**config.mk**
```make
export PLATFORM = sky130hd
export DESIGN_NAME = sipo_rx_flat
export DESIGN_NICKNAME = d
export VERILOG_FILES = /design/src/rtl/sipo_rx_if.sv /design/src/rtl/sipo_rx.sv /design/src/flat_wrapper.sv
export SDC_FILE = /design/constraint.sdc
export NUM_CORES = 1
export LEC_CHECK = 0
export ABC_AREA = 1
export CAP_MARGIN = 20
export CORE_AREA = 10 10 47 49
export DETAILED_ROUTE_END_ITERATION = 16
export DIE_AREA = 0 0 57 59
export GPL_TIMING_DRIVEN = 0
export PLACE_DENSITY = 0.67
export SLEW_MARGIN = 20
export SYNTH_ARGS = -nofsm -noshare
export SYNTH_HDL_FRONTEND = slang
export SYNTH_SLANG_ARGS = --single-unit
```
**constraint.sdc**
```tcl
create_clock -name clk -period 1.04 [get_ports clk]
set_clock_uncertainty 0.1 [all_clocks]
set_input_delay 0.26 -clock clk [delete_from_list [all_inputs] [get_ports clk]]
set_output_delay 0.26 -clock clk [all_outputs]
set_load 0.01 [all_outputs]
```
**src/rtl/sipo_rx_if.sv**
```systemverilog
// Serial receive link bundle: serial/control inputs toward sipo_rx and its parallel word outputs.
interface sipo_rx_if #(
    parameter int unsigned WIDTH = 4
);
    logic             si;
    logic             shift;
    logic             clear;
    logic             out_ack;
    logic [WIDTH-1:0] po;
    logic             out_valid;
    logic             busy;
    logic             overrun;

    // Driver of the serial wire and consumer of the parallel word.
    modport master (
        output si, shift, clear, out_ack,
        input  po, out_valid, busy, overrun
    );

    // The receiver itself.
    modport slave (
        input  si, shift, clear, out_ack,
        output po, out_valid, busy, overrun
    );
endinterface

```
**src/rtl/sipo_rx.sv**
```systemverilog
// Serial-in, parallel-out receiver: frames MSB-first words by bit count and hands each
// completed word to a holding register with valid/ack handshake and sticky overrun flag.
module sipo_rx #(
    parameter int unsigned WIDTH = 4
) (
    input  logic     clk,
    input  logic     reset,
    sipo_rx_if.slave bus
);
    localparam int unsigned CNT_W = (WIDTH > 2) ? $clog2(WIDTH) : 1;
    localparam logic [CNT_W-1:0] CNT_LAST = CNT_W'(WIDTH - 1);

    logic [WIDTH-1:0] sr_q, sr_d;
    logic [WIDTH-1:0] po_q, po_d;
    logic [CNT_W-1:0] cnt_q, cnt_d;
    logic             valid_q, valid_d;
    logic             overrun_q, overrun_d;
    logic [WIDTH-1:0] word_c;
    logic             done_c;

    // State registers; reset overrides all other inputs.
    always_ff @(posedge clk) begin
        if (reset) begin
            sr_q      <= '0;
            cnt_q     <= '0;
            po_q      <= '0;
            valid_q   <= 1'b0;
            overrun_q <= 1'b0;
        end else begin
            sr_q      <= sr_d;
            cnt_q     <= cnt_d;
            po_q      <= po_d;
            valid_q   <= valid_d;
            overrun_q <= overrun_d;
        end
    end

    // Next state: clear beats shift; ack is honoured regardless of clear.
    always_comb begin
        sr_d      = sr_q;
        cnt_d     = cnt_q;
        po_d      = po_q;
        valid_d   = valid_q;
        overrun_d = overrun_q;
        word_c    = {sr_q[WIDTH-2:0], bus.si};
        done_c    = 1'b0;

        if (bus.clear) begin
            sr_d      = '0;
            cnt_d     = '0;
            overrun_d = 1'b0;
        end else if (bus.shift) begin
            sr_d = word_c;
            if (cnt_q == CNT_LAST) begin
                cnt_d  = '0;
                done_c = 1'b1;
            end else begin
                cnt_d = cnt_q + CNT_W'(1);
            end
        end

        // A completion coinciding with ack is a load, not an overrun.
        if (done_c) begin
            if (!valid_q || bus.out_ack) begin
                po_d    = word_c;
                valid_d = 1'b1;
            end else begin
                overrun_d = 1'b1;
            end
        end else if (bus.out_ack && valid_q) begin
            valid_d = 1'b0;
        end
    end

    assign bus.po        = po_q;
    assign bus.out_valid = valid_q;
    assign bus.overrun   = overrun_q;
    assign bus.busy      = (cnt_q != '0);
endmodule

```
**src/flat_wrapper.sv**
```systemverilog
// flat-port wrapper written by rule: the top's interface ports become plain ports
module sipo_rx_flat 
#(
    parameter int unsigned WIDTH = 4
)
  (clk, reset, bus_si, bus_shift, bus_clear, bus_out_ack, bus_po, bus_out_valid, bus_busy, bus_overrun);
  sipo_rx_if #(.WIDTH(WIDTH)) bus_i ();
  input  logic clk;
  input  logic reset;
  input wire logic [$bits(bus_i.si)-1:0] bus_si;
  input wire logic [$bits(bus_i.shift)-1:0] bus_shift;
  input wire logic [$bits(bus_i.clear)-1:0] bus_clear;
  input wire logic [$bits(bus_i.out_ack)-1:0] bus_out_ack;
  output wire logic [$bits(bus_i.po)-1:0] bus_po;
  output wire logic [$bits(bus_i.out_valid)-1:0] bus_out_valid;
  output wire logic [$bits(bus_i.busy)-1:0] bus_busy;
  output wire logic [$bits(bus_i.overrun)-1:0] bus_overrun;
  assign bus_i.si = bus_si;
  assign bus_i.shift = bus_shift;
  assign bus_i.clear = bus_clear;
  assign bus_i.out_ack = bus_out_ack;
  assign bus_po = bus_i.po;
  assign bus_out_valid = bus_i.out_valid;
  assign bus_busy = bus_i.busy;
  assign bus_overrun = bus_i.overrun;
  sipo_rx #(.WIDTH(WIDTH)) u_core (.clk(clk), .reset(reset), .bus(bus_i));
endmodule
```
== Word level (Yosys, flattened, before mapping) ==
Cells that the tools add are included.
Word-level totals
  register bits: 11
  bits of input ports: 6
Cells by class
  $add $sub $neg: 1
  equal/unequal tests: 2
  multiplexer cells: 10
  reduce and logical (&&, ||, !) cells: 8
Operator list (number)
  $mux 1: 9
  $reduce_and 2->1: 2
  $reduce_bool 2->1: 2
  $add 2x1->2 const B: 1
  $eq 2x2->1 const B: 1
  $mux 2: 1
  $ne 2x2->1 const B: 1
  $reduce_or 2->1: 1
  $logic_and 1x1->1: 1
  $logic_not 1->1: 1
  $logic_or 1x1->1: 1

== Longest topological paths before layout ==
  word-level depth: 6
  gate-level depth with buffers: 6
  mapped depth without buffers: 6

== Worst setup path after synthesis ==
Ideal clock, no wire load.
  kind: flip-flop to flip-flop
  from: register u_core.cnt_q[0]
  to: register u_core.po_q[0] (netlist: u_core.bus.po[0])
  library setup time: 0.113 ns
  data arrival time: 0.904 ns
  data required time: 0.827 ns
  slack: -0.077 ns
  cell stages (with the launch flop): 7
  cells stage by stage: dfxtp_1 > ha_1 > nand2_4 > nor2_4 > nand3_1 > nand2_1 > nor2_1
On the way
  longest elaborated chain between the ends: 5
Ends and longest elaborated chain
  start: declaration: line sipo_rx.sv:15  | logic [CNT_W-1:0] cnt_q, cnt_d;
  start signal: assignment: line sipo_rx.sv:31  | cnt_q <= cnt_d;
  $eq 2x2->1: line sipo_rx.sv:54  | if (cnt_q == CNT_LAST) begin
  $mux 1: line sipo_rx.sv:54
  $mux 1: line sipo_rx.sv:52  | end else if (bus.shift) begin
  $mux 1: line sipo_rx.sv:48  | if (bus.clear) begin
  $reduce_and 2->1 (no line)
  end signal: assignment: line sipo_rx.sv:32  | po_q <= po_d;
  end: declaration: line sipo_rx.sv:14  | logic [WIDTH-1:0] po_q, po_d;
Every way passes these cells.
A chain may end at the register's enable or synchronous reset.

== Final worst setup path ==
  from: register u_core.cnt_q[1]
  to: output port bus_busy
On the way
  longest elaborated chain between the ends: 1
Ends and longest elaborated chain
  $reduce_bool 2->1: line sipo_rx.sv:78  | assign bus.busy = (cnt_q != '0);
  end: declaration: line flat_wrapper.sv:16  | output wire logic [$bits(bus_i.busy)-1:0] bus_busy;
Every way passes these cells.

==> qor.yml <==
status: "complete, but fails checks"
violations: "negative setup slack"
drive_gt1_share_pct: 49.4
die_w_um: 57
whs_ns: 0.124
cts_buffers: 3
rsz0062_at_grt: "yes"
synthMuxAreaShare_pct: 0
drt_iter0_drc: 3
cts_max_path_buffers: 2
fin_area_um2: 769
syn_area_per_cell_um2: 7.96
seqPwrFrac_pct: 52.3
setup_viol_count_final: 13
wl_um: 1070
ios: 13
antenna_found_initial: 0
drc_errors: 0
routed-via-count: 443
grt_max_degree: 11
synth-xor-area-share_pct: 0
crit_arrival_ns: 0.94
hpwl_um: 746
swShare_pct: 24.9
synth_warnings: 0
grt_pass1_vias: 452
ir_worst_vdd_mv: 0.648
timing.final.crit_share_pct: 125
yosysSeqAreaShare_pct: 43.2
cts_root_buffer: "clkbuf_4"
mostFrequentLayoutCell: "nor2_1"
dp_cells: 91
synthCells: 64
dieArea_mm2: 0.00336
p_leak_nw: 0.328
num_rows: 14
h-tree-depth: 1
worstSetupStartpointType: "flop"
dr.pass1.iters: 4
drv_slew: 0
wl_per_cell_um: 10.8
ant_nets: 0
stdcell_count: 99
overflow: 0
p_switching_mw: 0.207
track_usage_pct: 6.95
crit_slowest_cell: "dfxtp_2"
netlist_area_um2: 509
crit_path_frequent_cell: "inv_2"
p_clk_share_pct: 36.2
power.density_mw_per_mm2: 1080
synthToLayoutAreaGrowth_pct: 51.1
fin_ws_ns: -0.258
viasPerCell: 4.47
start_util_pct: 36.3
required_ns: 0.68
tightest_slew_ns: 0.251
synth-seq-cells: 11
critPathMaxFanout: 2
final_nets: 92
cap_violations: 0
cts_sinks: 11
power_frac_comb_pct: 11.5
die_h_um: 59
internal_power_mw: 0.623
end_kind: "output pin"
place_congestion: 0.714
hp-class: "primary input to flop"
clock_latency_ns: 0.27
worstSetupPathType: "flop to output pin"
totalPowerFinal_mw: 0.830
placed_area_um2: 654
grt_pass1_wl_um: 1930
synthAdderAreaFrac_pct: 4.91
fmax_ghz: 0.771
crit_chain: "inv_2, ha_4, inv_2, buf_6"
synth-compound-area-share_pct: 11.3
fillers: 147
ys_types: 14
syn_nets: 72
final_cell_mix: "nor2_1, inv_1, buf_6, dfxtp_2, nand2_1"
cts_tree: "yes"
slew_headroom_pct: 83.3
synth_simple_gate_area_share_pct: 29.5
port_buffers: 11
period_minus_slack_ns: 1.30
placeableCoreArea_mm2: 0.00140
cts.clk_slew.worst_paths_ns: 0.08
antennaDiodeCount: 0
slowest_delay_ns: 0.33
synth_top_family_by_area: "simple AND/OR/NAND/NOR gates"
hold_buffers: 0
finalHoldViolCount: 0
sequential cells by signal, indices dropped and copies added (netlist names):
name / flops
u_core.sr_q: 3
u_core.bus.overrun: 1
u_core.bus.po: 4
u_core.bus.out_valid: 1
u_core.cnt_q: 2
worst max-delay path: cells and delay by family, from the launching register on:
kind	cells	cell delay, ns
buf+inv	3	0.21
flops	1	0.33
fa+ha+maj	1	0.13
stage by stage:
| stage | setup WS, ns | setup TNS [ns] | util, % |
|---|---|---|---|
| floorplan | 0.00234 | 0 | - |
| global placement | -0.478 | -5.24 | 46.7 |
| detailed placement | -0.480 | -5.36 | 46.7 |
| CTS | -0.284 | -1.24 | 52.2 |
| global route | -0.306 | -1.88 | 54.9 |
| finish | -0.258 | -1.24 | 54.9 |
cell type report:
class | instances | area [um2] | area share (%)
flip-flops and latches | 11 | 230 | 29.9
inverters | 12 | 45.0 | 5.85
repair buffers | 15 | 150 | 19.5
clock buffers | 4 | 26.3 | 3.41
well taps | 16 | 20.0 | 2.60
multi-input cells | 40 | 287 | 37.2
plain buffers | 1 | 11.3 | 1.46
synth_stat cells (all sizes together):
library cell | number | area share [%]
dfxtp | 11 | 43
nand2 | 9 | 8.1
inv | 12 | 8.8
nand3 | 5 | 7.4
a21oi | 6 | 5.9
nor2 | 13 | 14
buf | 1 | 2.2
o21ai | 4 | 3.9
ha | 2 | 4.9
o21a | 1 | 1.5
power by group through the flow:
stage / registers, mW / clock network (mW) / logic [mW]
floorplan: 0.445 / 0 / 0.0438
global placement: 0.445 / 0 / 0.0775
detailed placement: 0.445 / 0 / 0.0783
CTS: 0.434 / 0.304 / 0.0835
global route: 0.435 / 0.332 / 0.108
finish: 0.434 / 0.301 / 0.0953
routing by layer:
layer  wire length [um]  global-route usage [%]
met1                434                    6.87
met3                 88                    4.51
met5                  0                       0
met2                546                    11.8
met4                  0                    2.01
logic make-up (layout without fill, tap and decap cells):
family	count (synthesis)	count (layout)
buffers and inverters	13	32
adder cells (fa/ha/maj)	2	2
AO/OA/AOI/OAI	11	11
AND/OR/NAND/NOR	27	27
flip-flops	11	11
what timing repair did:
action,4_1_cts,5_1_grt
setup endpoints to repair,17,18
setup buffers,3,1
pin swaps,1,1
resized for setup,48,7
worst paths after layout:
path                                 start                            end  slack, ns  cells after the start
max           u_core.cnt_q[1]$_SDFFE_PP0P_                       bus_busy      -0.26                      4
min                              bus_shift    u_core.sr_q[2]$_SDFFE_PP0P_       0.12                      2
max reg2reg   u_core.cnt_q[0]$_SDFFE_PP0P_  u_core.bus.po[0]$_SDFFE_PP0P_      -0.17                      7
min reg2reg  u_core.bus.overrun$_SDFF_PP0_  u_core.bus.overrun$_SDFF_PP0_       0.38                      1
Note: power is estimated with default switching activity, not from simulation.
==> RTL change 1, RTL diff (same settings) <==
`WIDTH` is set to 4 in 3 places; all go to 2.
--- a/src/rtl/sipo_rx_if.sv
+++ b/src/rtl/sipo_rx_if.sv
@@ -1,6 +1,6 @@
 // Serial receive link bundle: serial/control inputs toward sipo_rx and its parallel word outputs.
 interface sipo_rx_if #(
-    parameter int unsigned WIDTH = 4
+    parameter int unsigned WIDTH = 2
 );
     logic             si;
     logic             shift;
--- a/src/rtl/sipo_rx.sv
+++ b/src/rtl/sipo_rx.sv
@@ -1,7 +1,7 @@
 // Serial-in, parallel-out receiver: frames MSB-first words by bit count and hands each
 // completed word to a holding register with valid/ack handshake and sticky overrun flag.
 module sipo_rx #(
-    parameter int unsigned WIDTH = 4
+    parameter int unsigned WIDTH = 2
 ) (
     input  logic     clk,
     input  logic     reset,
--- a/src/flat_wrapper.sv
+++ b/src/flat_wrapper.sv
@@ -1,7 +1,7 @@
 // flat-port wrapper written by rule: the top's interface ports become plain ports
 module sipo_rx_flat 
 #(
-    parameter int unsigned WIDTH = 4
+    parameter int unsigned WIDTH = 2
 )
   (clk, reset, bus_si, bus_shift, bus_clear, bus_out_ack, bus_po, bus_out_valid, bus_busy, bus_overrun);
   sipo_rx_if #(.WIDTH(WIDTH)) bus_i ();
Ports: changed (resized bus_po); port bits go from 13 to 11. The function was not compared with the original's and may differ.
==> RTL change 1 against the unedited design <==
The run still ends with setup timing left. Non-clock buffer count is 4 lower. Sequential share of layout area rose by 0.052 points. Synthesized area is 53% lower. Power decreased by 37%. Register-to-register slack better by 0.23 ns. Wire length fell by 39%. Utilization decreased by 25 points. Sequential cell count decreased by 5. Cell area is 45% lower. Clock power is 27% lower. Sequential power down 44%. Worst setup slack better by 0.25 ns. Critical path type unchanged. Highest routed layer is now met4.
==> RTL change 1: results (changes against the unedited design) <==
type of the worst min-delay path primary input to register (unchanged); GP Congestion 0.7254 (was 0.7140); most common library cells after synthesis dfxtp_1, inv_1, nor2_1 (unchanged); static leakage 0.0001948 uW (was 0.0003284 uW); violated checks setup timing (unchanged); initial drt markers 0 (was 3); clock buffers created by TritonCTS 3 (unchanged); total global routing track utilization 4.624% (was 6.950%); fraction of power consumed by combinational cells 11.2% (was 11.5%); routed via count divided by cell count 3.968 (was 4.475); placed cell areas 361.6 sq um (was 654.4 sq um); outcome finished, violations left (unchanged); number of global-route vias before repair 283 (was 452); clock sink count 6 (was 11); register-to-register setup slack 0.06 ns (was -0.17 ns); register area share after synthesis 49.74% (was 43.24%); final hold slack 0.2299 ns (was 0.1241 ns); largest net degree at the start of global routing 6 (was 11); Worst Min Path Start reset (was bus_shift); proportion of layout cells with a drive suffix above 1 42.55% (was 49.40%); net count of the mapped netlist 38 (was 72); global-route wire length before repair 1.104 mm (was 1.932 mm); final worst setup slack -0.01119 ns (was -0.2578 ns); highest routed metal layer met4 (was met3); endpoints failing setup 1 (was 13); R2R depth 5 (was 7); highest ir drop seen on vdd 0.3892 mV (was 0.6482 mV); Critical R2R Launch u_core.bus.busy (was u_core.cnt_q[0]); met2 usage in global routing 6.512% (was 11.78%); number of nets in the final layout 55 (was 92); cells taking the most area after synthesis dfxtp_1, inv_1, a21oi_1, nor2_1, nand3_1 (was dfxtp_1, inv_1, nor2_1, nor2_4, a21oi_1); PD cells 1236 mW/mm^2 (was 1078 mW/mm^2); met1 Resource Use GR 3.444% (was 6.867%); pre-CTS worst setup slack -0.3948 ns (was -0.4797 ns); global-route track usage on met3 3.863% (was 4.506%); detailed-routed wire length on met2 298 um (was 546 um); CP max FO 3 (was 2); Worst-Margin Slew 0.1660 ns (was 0.2505 ns); crit path from u_core.bus.busy (was u_core.cnt_q[1]); dpl hpwl 483.8 um (was 745.5 um); routed wl met3 84 um (was 88 um); latest clock arrival within the worst-skew pair 0.24 ns (was 0.27 ns); final core area utilization 30.09% (was 54.91%); design internal power 400.0 uW (was 622.7 uW); routed length per placed instance 10.38 um (was 10.80 um); clock-pin transition on the worst setup and hold timing paths 0.04 ns (was 0.08 ns)
RTL change 1: through the flow:
stage | instances | TNS (ns)
2_1_floorplan | 32 | 0
5_1_grt | 63 | -0.1550
4_1_cts | 63 | -0.03468
3_3_place_gp | 58 | -2.864
6_report | 63 | -0.01119
3_5_place_dp | 58 | -2.943
RTL change 1: what timing repair did:
item                                    4_1_cts  5_1_grt
cloned                                        0        0
pin swaps                                     3        0
resized for setup                            35        3
setup buffers                                 2        0
hold buffers                                  0        0
endpoints found under the setup margin       11        7
RTL change 1: final cells by class:
class | instances | area share (%)
well taps | 16 | 4.748
repair buffers | 12 | 27.89
clock buffers | 3 | 5.341
flip-flops and latches | 6 | 29.97
multi-input cells | 20 | 26.71
inverters | 6 | 5.341
RTL change 1: cells by family after synthesis:
kind of cell	synth area share, %
AO/OA/AOI/OAI	11.40
buffers and inverters	9.326
flip-flops	49.74
AND/OR/NAND/NOR	29.53
==> RTL change 2, RTL diff (config.mk and constraints unchanged) <==
Without the edit above. `po_q` no longer has a reset.
--- a/src/rtl/sipo_rx.sv
+++ b/src/rtl/sipo_rx.sv
@@ -23,16 +23,18 @@
         if (reset) begin
             sr_q      <= '0;
             cnt_q     <= '0;
-            po_q      <= '0;
             valid_q   <= 1'b0;
             overrun_q <= 1'b0;
         end else begin
             sr_q      <= sr_d;
             cnt_q     <= cnt_d;
-            po_q      <= po_d;
             valid_q   <= valid_d;
             overrun_q <= overrun_d;
         end
+    end
+
+    always_ff @(posedge clk) begin
+        po_q <= po_d;
     end
 
     // Next state: clear beats shift; ack is honoured regardless of clear.
Formal check against the unedited RTL: differs if reset is asserted again (counterexample within 10 cycles, from zero or initial values and one cycle with reset high); with reset held inactive, the same outputs for 10 cycles.
==> RTL change 2 against the unedited design <==
The flow still finishes with violations (setup timing). Sequential cell count unchanged. Wire length shrank 12%. Critical path type unchanged. Worst setup slack got worse by 0.00095 ns. Cell area fell by 8.0%. Register-to-register slack got worse by 0.08 ns. Synthesized area down 10%. Power is 2.7% lower. Largest power group unchanged. Clock power down 4%.
==> RTL change 2: results (changes against the unedited design) <==
largest net degree at the start of global routing 8 (was 11); static leakage 0.0002861 uW (was 0.0003284 uW); routed via count divided by cell count 4.226 (was 4.475); cells taking the most area after synthesis dfxtp_1, edfxtp_1, a21oi_2, nand2_1, inv_1 (was dfxtp_1, inv_1, nor2_1, nor2_4, a21oi_1); initial drt markers 0 (was 3); CP max stage cell dfxtp_4 (was dfxtp_2); type of the worst min-delay path primary input to register (unchanged); placed cell areas 621.8 sq um (was 654.4 sq um); adder-cell share of the synthesized area 5.479% (was 4.914%); highest ir drop seen on vdd 0.5243 mV (was 0.6482 mV); endpoints failing setup 14 (was 13); fraction of power consumed by combinational cells 8.6% (was 11.5%); Worst Min Path Start reset (was bus_shift); highest routed metal layer met4 (was met3); violated checks setup timing (unchanged); post-synthesis compound-gate area fraction 12.60% (was 11.30%); Relative slew margins 84.19% (was 83.30%); Clk. pwr 288 uW (was 301 uW); number of global-route vias before repair 366 (was 452); # diodes 0 (unchanged); post-route total power 806.8 uW (was 829.6 uW); number of synthesized flops with an enable pin 4 (was 0); mean instance size in the synthesized netlist 9.717 sq um (was 7.957 sq um); number of nets in the final layout 77 (was 92); placed instance count 75 (was 91); global-route track usage on met3 3.219% (was 4.506%); R2R depth 6 (was 7); setup tns final -1.985 ns (was -1.244 ns); outcome finished, violations left (unchanged); most common library cells after synthesis nand2_1, inv_1, dfxtp_1 (was dfxtp_1, inv_1, nor2_1); proportion of layout cells with a drive suffix above 1 55.88% (was 49.40%); Worst R2R End u_core.bus.po[3] (was u_core.bus.po[0]); met2 usage in global routing 9.147% (was 11.78%); Detailed Routing Iterations Pass 1 1 (was 4); total global routing track utilization 5.611% (was 6.950%); clock-pin transition on the worst setup and hold timing paths roughly 0.07 ns; global-route wire length before repair 1.449 mm (was 1.932 mm); design internal power 630.6 uW (was 622.7 uW); routed length per placed instance 11.26 um (was 10.80 um); register-to-register setup slack -0.25 ns (was -0.17 ns); dpl hpwl 648.6 um (was 745.5 um); Critical Path Max Stage Delay 0.35 ns (was 0.33 ns); final worst setup slack -0.2588 ns (was -0.2578 ns); async set-reset flop share out of synthesis 0% (unchanged); register area share after synthesis 56.99% (was 43.24%); routed wl met3 99 um (was 88 um); Min-Delay Endpoint u_core.bus.out_valid (was u_core.sr_q[2]); Netlist cell types 12 (was 14); met1 Resource Use GR 4.837% (was 6.867%); length of routed wiring on met1 366 um (was 434 um); pre-CTS worst setup slack -0.6058 ns (was -0.4797 ns); GP Congestion 0.7404 (was 0.7140); final non-filler cell total 84 (was 99); net count of the mapped netlist 55 (was 72); hold path depth 2 (unchanged)
RTL change 2: changes by cell type after synthesis, sizes merged:
cell / before / now
a21oi: 6 / 7
dfxtp: 11 / 7
edfxtp: 0 / 4
inv: 12 / 9
nand2: 9 / 13
nand3: 5 / 0
nor2: 13 / 3
o21a: 1 / 0
o21ai: 4 / 0
or2: 0 / 1
RTL change 2: worst reg2reg max path: stages (launching register included):
cell and delay (ns):
dfxtp_4 0.35, buf_6 0.10, ha_4 0.12, nand2_2 0.04, inv_2 0.08, nand2_4 0.05, nor2_4 0.15
RTL change 2: layout make-up:
class / count / area [sq um]
plain buffers: 1 / 11.26
inverters: 9 / 33.78
flip-flops and latches: 11 / 267.8
fillers: 131 / 693.2
multi-input cells: 26 / 200.2
repair buffers: 17 / 148.9
well taps: 16 / 20.02
clock buffers: 4 / 26.28
RTL change 2: what timing repair did:
action,4_1_cts,5_1_grt
pin swaps,5,6
endpoints found under the setup margin,18,18
hold buffers,0,0
setup buffers,3,2
gates resized for setup,42,6
